### src/rtl/mips_mc_control.sv
// mips_mc_control -- multi-cycle main control FSM for the MIPS datapath.
// Sequences fetch/decode/execute/memory/write-back and drives every datapath
// mux select and write enable. Memory states stretch on mem_ready=0.
//
// Ports:
//   clk        rising-edge clock
//   rst        asynchronous active-high reset (forces FETCH, gates enables)
//   opcode     IR[31:26] of the latched instruction
//   zero       ALU zero flag, used in BEQEX
//   mem_ready  memory completes the current access this cycle
//   mem_read, mem_write, iord            memory request / address select
//   ir_write, pc_en, pc_src              IR load, PC load and PC source select
//   reg_write, reg_dst, mem_to_reg       register file write port control
//   alu_src_a, alu_src_b, alu_op         ALU operand selects and operation
//   illegal    one-cycle pulse in DECODE on an unsupported opcode
//   state      current state code (debug)
module mips_mc_control (
  input  logic       clk,
  input  logic       rst,
  input  logic [5:0] opcode,
  input  logic       zero,
  input  logic       mem_ready,
  output logic       mem_read,
  output logic       mem_write,
  output logic       iord,
  output logic       ir_write,
  output logic       pc_en,
  output logic [1:0] pc_src,
  output logic       reg_write,
  output logic       reg_dst,
  output logic       mem_to_reg,
  output logic       alu_src_a,
  output logic [1:0] alu_src_b,
  output logic [1:0] alu_op,
  output logic       illegal,
  output logic [3:0] state
);

  localparam logic [5:0] OP_R    = 6'b000000;
  localparam logic [5:0] OP_LW   = 6'b100011;
  localparam logic [5:0] OP_SW   = 6'b101011;
  localparam logic [5:0] OP_BEQ  = 6'b000100;
  localparam logic [5:0] OP_ADDI = 6'b001000;
  localparam logic [5:0] OP_J    = 6'b000010;

  typedef enum logic [3:0] {
    FETCH   = 4'd0,
    DECODE  = 4'd1,
    MEMADR  = 4'd2,
    MEMRD   = 4'd3,
    MEMWB   = 4'd4,
    MEMWR   = 4'd5,
    RTYPEEX = 4'd6,
    RTYPEWB = 4'd7,
    BEQEX   = 4'd8,
    ADDIEX  = 4'd9,
    ADDIWB  = 4'd10,
    JEX     = 4'd11
  } state_t;

  state_t     r_state;
  state_t     w_next;
  logic       w_mem_read;
  logic       w_mem_write;
  logic       w_ir_write;
  logic       w_pc_en;
  logic       w_reg_write;
  logic       w_illegal;

  always_ff @(posedge clk or posedge rst) begin
    if (rst) r_state <= FETCH;
    else     r_state <= w_next;
  end

  always_comb begin
    w_next      = FETCH;
    w_mem_read  = 1'b0;
    w_mem_write = 1'b0;
    iord        = 1'b0;
    w_ir_write  = 1'b0;
    w_pc_en     = 1'b0;
    pc_src      = 2'b00;
    w_reg_write = 1'b0;
    reg_dst     = 1'b0;
    mem_to_reg  = 1'b0;
    alu_src_a   = 1'b0;
    alu_src_b   = 2'b00;
    alu_op      = 2'b00;
    w_illegal   = 1'b0;
    case (r_state)
      FETCH: begin
        w_mem_read = 1'b1;
        alu_src_b  = 2'b01;
        w_ir_write = mem_ready;
        w_pc_en    = mem_ready;
        w_next     = mem_ready ? DECODE : FETCH;
      end
      DECODE: begin
        alu_src_b = 2'b11;
        case (opcode)
          OP_LW, OP_SW: w_next = MEMADR;
          OP_R:         w_next = RTYPEEX;
          OP_BEQ:       w_next = BEQEX;
          OP_ADDI:      w_next = ADDIEX;
          OP_J:         w_next = JEX;
          default: begin
            w_next    = FETCH;
            w_illegal = 1'b1;
          end
        endcase
      end
      MEMADR: begin
        alu_src_a = 1'b1;
        alu_src_b = 2'b10;
        w_next    = (opcode == OP_SW) ? MEMWR : MEMRD;
      end
      MEMRD: begin
        w_mem_read = 1'b1;
        iord       = 1'b1;
        w_next     = mem_ready ? MEMWB : MEMRD;
      end
      MEMWB: begin
        w_reg_write = 1'b1;
        mem_to_reg  = 1'b1;
      end
      MEMWR: begin
        w_mem_write = 1'b1;
        iord        = 1'b1;
        w_next      = mem_ready ? FETCH : MEMWR;
      end
      RTYPEEX: begin
        alu_src_a = 1'b1;
        alu_op    = 2'b10;
        w_next    = RTYPEWB;
      end
      RTYPEWB: begin
        w_reg_write = 1'b1;
        reg_dst     = 1'b1;
      end
      BEQEX: begin
        alu_src_a = 1'b1;
        alu_op    = 2'b01;
        pc_src    = 2'b01;
        w_pc_en   = zero;
      end
      ADDIEX: begin
        alu_src_a = 1'b1;
        alu_src_b = 2'b10;
        w_next    = ADDIWB;
      end
      ADDIWB: w_reg_write = 1'b1;
      JEX: begin
        pc_src  = 2'b10;
        w_pc_en = 1'b1;
      end
      default: w_next = FETCH;
    endcase
  end

  // Reset already forces FETCH asynchronously, so selects show FETCH values;
  // only the request/enable strobes need explicit gating while rst is high.
  assign mem_read  = w_mem_read  & ~rst;
  assign mem_write = w_mem_write & ~rst;
  assign ir_write  = w_ir_write  & ~rst;
  assign pc_en     = w_pc_en     & ~rst;
  assign reg_write = w_reg_write & ~rst;
  assign illegal   = w_illegal   & ~rst;
  assign state     = r_state;

endmodule

### config.mk
export PLATFORM = sky130hd
export DESIGN_NAME = mips_mc_control
export DESIGN_NICKNAME = d
export VERILOG_FILES = /design/src/rtl/mips_mc_control.sv
export SDC_FILE = /design/constraint.sdc
export NUM_CORES = 1
export LEC_CHECK = 0
export CAP_MARGIN = 10
export CORE_MARGIN = 4
export CORE_UTILIZATION = 40
export CTS_BUF_LIST = sky130_fd_sc_hd__clkbuf_8
export DETAILED_ROUTE_END_ITERATION = 8
export PLACE_DENSITY = 0.81
export SKIP_CTS_REPAIR_TIMING = 1
export SLEW_MARGIN = 10
export SYNTH_ARGS = -nofsm -noshare
export SYNTH_HDL_FRONTEND = slang
export SYNTH_SLANG_ARGS = --single-unit
### constraint.sdc
create_clock -name clk -period 1.8 [get_ports clk]
set_input_delay 0.36 -clock clk [delete_from_list [all_inputs] [get_ports clk]]
set_output_delay 0.36 -clock clk [all_outputs]
set_load 0.01 [all_outputs]
==> results of run 1 <==
[critical path: stages]
cell,delay [ps]
clkdlybuf4s50_1,460
or3b_1,370
a21o_1,200
a211oi_2,160
buf_2,150
[power by group]
part | internal, uW | leakage (uW) | switching (uW)
logic | 535 | 0.000632 | 495
registers | 114 | 0.0000532 | 20.3
clock network | 143 | 0.0000216 | 54.6
[metrics by stage]
step | TNS, ps | util, % | setup WS, ps | hold WS, ps
2_1_floorplan | 0 | - | 111 | 126
3_3_place_gp | -2560 | 77.9 | -622 | 665
3_5_place_dp | -2780 | 77.9 | -619 | 691
4_1_cts | -5510 | 81.0 | -615 | 509
5_1_grt | -659 | 90.8 | -288 | 262
6_report | -297 | 90.8 | -265 | 242
[kinds of logic after synthesis]
logic type             count (synthesis)  synth area share, %
XOR/XNOR                               4                 6.18
buffers and inverters                 10                 9.27
AO/OA/AOI/OAI                         16                 20.1
flip-flops                             4                 17.7
AND/OR/NAND/NOR                       50                 46.8
[layout make-up]
type	count	area, um^2	area share, %
Timing Repair Buffer	60	544	45.5
Multi-Input combinational cell	70	484	40.5
Sequential cell	4	100	8.37
Clock buffer	3	41.3	3.45
Tap cell	15	18.8	1.57
Inverter	2	7.51	0.628
[layout by cell type (no fill, tap or decap), types with 2 or more instances in the layout]
cell type | netlist | routed
o21ai_0 | 3 | 2
buf_4 | 0 | 28
dfrtp_1 | 4 | 4
dlymetal6s2s_1 | 0 | 15
o211ai_1 | 2 | 2
and3_1 | 4 | 4
nand3_1 | 3 | 2
clkbuf_8 | 0 | 3
nor2b_1 | 4 | 2
clkdlybuf4s50_1 | 0 | 6
nand4_1 | 2 | 2
nand2b_1 | 2 | 2
o2111ai_1 | 2 | 2
nor3_1 | 9 | 7
xor2_1 | 3 | 3
nand2_1 | 8 | 8
clkbuf_2 | 0 | 4
buf_2 | 6 | 4
a21oi_1 | 4 | 3
nor3_2 | 0 | 2
nor2_1 | 10 | 9
[metal layers]
| layer | vias to the layer above | GRT usage, % | routed length, um | share of wire, % |
|---|---|---|---|---|
| met2 | 58 | 39.3 | 1470 | 51 |
| met5 | - | 0 | 0 | 0 |
| li1 | 414 | - | - | - |
| met1 | 446 | 26.9 | 1140 | 39 |
| met3 | 17 | 3.95 | 175 | 6.1 |
| met4 | 0 | 12.9 | 104 | 3.6 |
[Yosys cell counts]
cell and n:
a211oi_1 1, a211oi_2 1, a21o_1 1, a21oi_1 4
a221o_1 1, and3_1 4, and4b_1 1, buf_2 6
buf_6 1, clkbuf_1 1, dfrtp_1 4, inv_1 2
nand2_1 8, nand2b_1 2, nand3_1 3, nand4_1 2
nor2_1 10, nor2b_1 4, nor3_1 9, nor3b_1 1
nor4_1 2, nor4bb_1 1, o2111ai_1 2, o211ai_1 2
o21ai_0 3, o221ai_1 1, or2b_1 1, or3_1 1
or3b_1 1, xnor2_1 1, xor2_1 3
[worst max-delay path by stage]
stage	start	endpoint	slack (ps)
2_1_floorplan	state[0]	pc_en	110
3_3_place_gp	zero	pc_en	-620
3_5_place_dp	zero	pc_en	-620
4_1_cts	zero	pc_en	-610
5_1_grt	zero	pc_en	-290
6_report	zero	pc_en	-260
==> flow_summary.json, run 1 <==
{
  "fp.dieW_um": 45.6,
  "clock_path_buffers": 2,
  "io_buffers": 29,
  "critPathKind": "input port to primary output",
  "relSlewSlack_pct": 76.2,
  "power_leakage_uw": 0.000707,
  "finalCriticalPeriod_ps": 2060,
  "grtUsageTotal_pct": 23.1,
  "dp.cells": 146,
  "avgRoutedWirePerCell_um": 18.8,
  "cts_tree": "yes",
  "power.total_uw": 1360,
  "ys_warn_count": 0,
  "finalNonFillerCells": 154,
  "grt_pass1_vias": 797,
  "initial_utilization_pct": 43.0,
  "ios": 30,
  "postLayoutCellArea_mm2": 0.00120,
  "finalSetupViolCount": 4,
  "syn-instance-count": 84,
  "ir_drop_mv": 0.768,
  "cp-start-kind": "input port",
  "hpwl_um": 1580,
  "cp_max_fo": 1,
  "syn_area_um2": 567,
  "tightestPinTransition_ps": 356,
  "vias": 935,
  "antenna_found_initial": 0,
  "drtAntennaViolNets": 0,
  "r2r_setup_slack_ps": 320,
  "layout-drive-gt1-share_pct": 39.6,
  "clk_pin_slew_ps": 30,
  "worst_slack_ps": -265,
  "powerDensity_mw_per_mm2": 1140,
  "htreeDepth": 1,
  "status": "finished, violations left",
  "syn_area_per_cell_um2": 6.75,
  "grt_max_degree": 19,
  "yosys.area.top_type": "dfrtp_1",
  "critPathArrivalTime_ps": 1700,
  "critPathCaptureType": "primary output",
  "clock_sinks": 4,
  "grt_pass1_wl_um": 3440,
  "grt-ovfl-total": 0,
  "period_share_pct": 115,
  "numCtsBuffers": 3,
  "skew_ps": 4.62,
  "area_growth_pct": 111,
  "fill_cells": 62,
  "rr_worst_depth": 5,
  "largest_reg_flops": 4,
  "core_area_mm2": 0.00132,
  "rsz0062_at_grt": "true",
  "seq_area_frac_synth_pct": 17.7,
  "ys_seq_elements": 4,
  "wl_um": 2890,
  "nNetsFinal": 151,
  "post_dp_cell_area_mm2": 0.00103,
  "rows": 13,
  "synth.distinct_cells": 31,
  "synth_top_area_share_pct": 17.7,
  "drtIter0Drc": 25,
  "avgViaCountPerCell": 6.07,
  "firstDrtPassIters": 4,
  "syn_nets": 94,
  "synthTopCellsByArea": "dfrtp_1 (18%), nor3_1 (7.9%), nor2_1 (6.6%)",
  "drv_cap": 0,
  "root_buffer": "clkbuf_8",
  "finalHoldViolations": 0,
  "slew_viol_final": 0,
  "worstReg2RegStart": "state[1]",
  "max_freq_mhz": 484,
  "die_h_um": 45.6,
  "clock_latency_ps": 230,
  "antenna_cells": 0,
  "dieArea_mm2": 0.00208,
  "r2r_end": "state[2]",
  "drcViolationCount": 0,
  "hold_class": "input port to asynchronous set/reset pin",
  "required_ps": 1440,
  "gp_congestion": 0.798,
  "violations": "setup timing"
}
(Power assumes the default switching activity.)
==> inputs of run 2 (changes only) <==
Settings changed: CORE_AREA from default to 4 4 41 43, CORE_MARGIN 4 to default, CORE_UTILIZATION 40 to default, DIE_AREA from default to 0 0 45 47, DONT_BUFFER_PORTS from default to 1, PLACE_DENSITY 0.81 to default, SKIP_LAST_GASP from default to 1.
==> run 2 against run 1 <==
Against the previous run: the run now ends clean; critical path depth shrank 2; hold slack better by 110 ps; fmax increased by 17%; clock skew fell by 2.7 ps; via count is 33% lower; total power decreased by 36%; core utilization fell by 38 points; die area is 1.5% higher; cell count down 33%; largest cell class is now multi-input combinational cells; highest routed layer unchanged.
==> flow_summary.json, run 2 (synthesis gave the netlist of run 1 again) <==
{
  "root_buffer": "clkbuf_8",
  "power_leakage_uw": 0.000267,
  "ios": 30,
  "htreeDepth": 1,
  "hp-start": "opcode[3]",
  "antenna_found_initial": 0,
  "max_freq_mhz": 565,
  "skew_ps": 1.90,
  "r2r_end": "state[2]",
  "cp_max_fo": 2,
  "tightestPinTransition_ps": 392,
  "finalSetupViolCount": 0,
  "cts_tree": "yes",
  "p_clk_share_pct": 22.0,
  "hpwl_um": 1200,
  "ir_drop_mv": 0.482,
  "antenna_cells": 0,
  "avgViaCountPerCell": 6.12,
  "worst_slack_ps": 30.0,
  "rsz0062_at_grt": "true",
  "grt_pass1_wl_um": 2490,
  "critPathCaptureType": "primary output",
  "nNetsFinal": 100,
  "grtUsageTotal_pct": 16.3,
  "seqPwrFrac_pct": 15.3,
  "r2r_setup_slack_ps": 450,
  "required_ps": 1440,
  "p_sw_share_pct": 45.0,
  "mostFrequentLayoutCell": "nor2_1",
  "status": "completed",
  "initial_utilization_pct": 43.6,
  "fp.dieW_um": 45,
  "grt_pass1_vias": 588,
  "rr_worst_depth": 4,
  "drcViolationCount": 0,
  "relSlewSlack_pct": 73.7,
  "power_switching_uw": 390,
  "avgRoutedWirePerCell_um": 15.4,
  "slew_viol_final": 0,
  "fill_cells": 138,
  "dieArea_mm2": 0.00212,
  "finalCriticalPeriod_ps": 1770,
  "clock_sinks": 4,
  "crit_chain": "or3b_1, a21o_1, a211oi_2",
  "worstReg2RegStart": "state[2]",
  "share_comb_of_total_power_pct": 62.6,
  "preCtsSetupSlack_ps": 239,
  "largest_reg_flops": 4,
  "finalHoldViolations": 0,
  "wl_um": 1590,
  "io_buffers": 0,
  "period_share_pct": 98.3,
  "powerDensity_mw_per_mm2": 1270,
  "clock_latency_ps": 220,
  "rows": 13,
  "cp-start-kind": "flip-flop",
  "layout-drive-gt1-share_pct": 22.7,
  "critPathArrivalTime_ps": 1410,
  "clock_path_buffers": 2,
  "critPathKind": "flip-flop to primary output",
  "firstDrtPassIters": 4,
  "drv_cap": 0,
  "die_h_um": 47,
  "p_int_uw": 477,
  "drtIter0Drc": 6,
  "gp_congestion": 0.804,
  "holdPathEnd": "state[2]",
  "grt_max_degree": 20,
  "grt-ovfl-total": 0,
  "slowest_stage": "dfrtp_1",
  "hold_path_depth": 2,
  "finalNonFillerCells": 103,
  "hold_class": "input port to flip-flop",
  "final_cell_mix": "nor2_1 (9), nand2_1 (8), nor3_1 (7), buf_4 (7), a21oi_1 (4)",
  "clk_pin_slew_ps": 30,
  "vias": 630,
  "area_growth_pct": 20.8,
  "core_area_mm2": 0.00130,
  "dp.cells": 99,
  "drtAntennaViolNets": 0,
  "max_stage_delay_ps": 380,
  "numCtsBuffers": 3
}
## run 2: worst max-delay path by stage
| stage | depth (start not counted) | from | slack (ps) | endpoint |
|---|---|---|---|---|
| 2_1_floorplan | 4 | state[0] | 110 | pc_en |
| 3_3_place_gp | 4 | state[0] | 250 | reg_write |
| 3_5_place_dp | 3 | state[3] | 240 | mem_read |
| 4_1_cts | 3 | state[3] | 7 | mem_read |
| 5_1_grt | 3 | state[0] | -10 | pc_en |
| 6_report | 3 | state[0] | 30 | pc_en |
## run 2: through the flow
stage	power, uW	setup TNS (ps)	hold WS (ps)	area [um^2]	utilization (%)
global route	934	-10.7	388	684	52.6
finish	867	0	354	684	52.6
global placement	630	0	149	601	46.2
floorplan	534	0	126	567	-
CTS	829	0	-74.3	642	49.3
detailed placement	633	0	155	601	46.2
## run 2: worst max-delay path: cells and delay by family (launching register included)
kind               cells  cell delay, ps
and+or+nand+nor        1             370
AOI/OAI and AO/OA      2             450
DFF                    1             380
## run 2: cell type report
| class | instances | area (um^2) | share of cell area (%) |
|---|---|---|---|
| flip-flops and latches | 4 | 101 | 14.8 |
| multi-input cells | 70 | 442 | 64.5 |
| repair buffers | 9 | 73.8 | 10.8 |
| inverters | 2 | 7.51 | 1.10 |
| clock buffers | 3 | 41.3 | 6.03 |
| well taps | 15 | 18.8 | 2.74 |
## run 2: power by group through the flow
| stage | Sequential (uW) | Clock (uW) | Combinational [uW] |
|---|---|---|---|
| 2_1_floorplan | 139 | 0 | 395 |
| 3_3_place_gp | 128 | 0 | 502 |
| 3_5_place_dp | 131 | 0 | 502 |
| 4_1_cts | 130 | 195 | 505 |
| 5_1_grt | 136 | 199 | 599 |
| 6_report | 133 | 191 | 543 |
## run 2: per-layer routing
layer  up-vias  routed length (um)  GRT usage, %
met5         -                   0             0
met2        23                 763          26.8
met1       285                 674          18.9
met4         0                  33          12.3
met3         4                 120          2.68
li1        318                   -             -
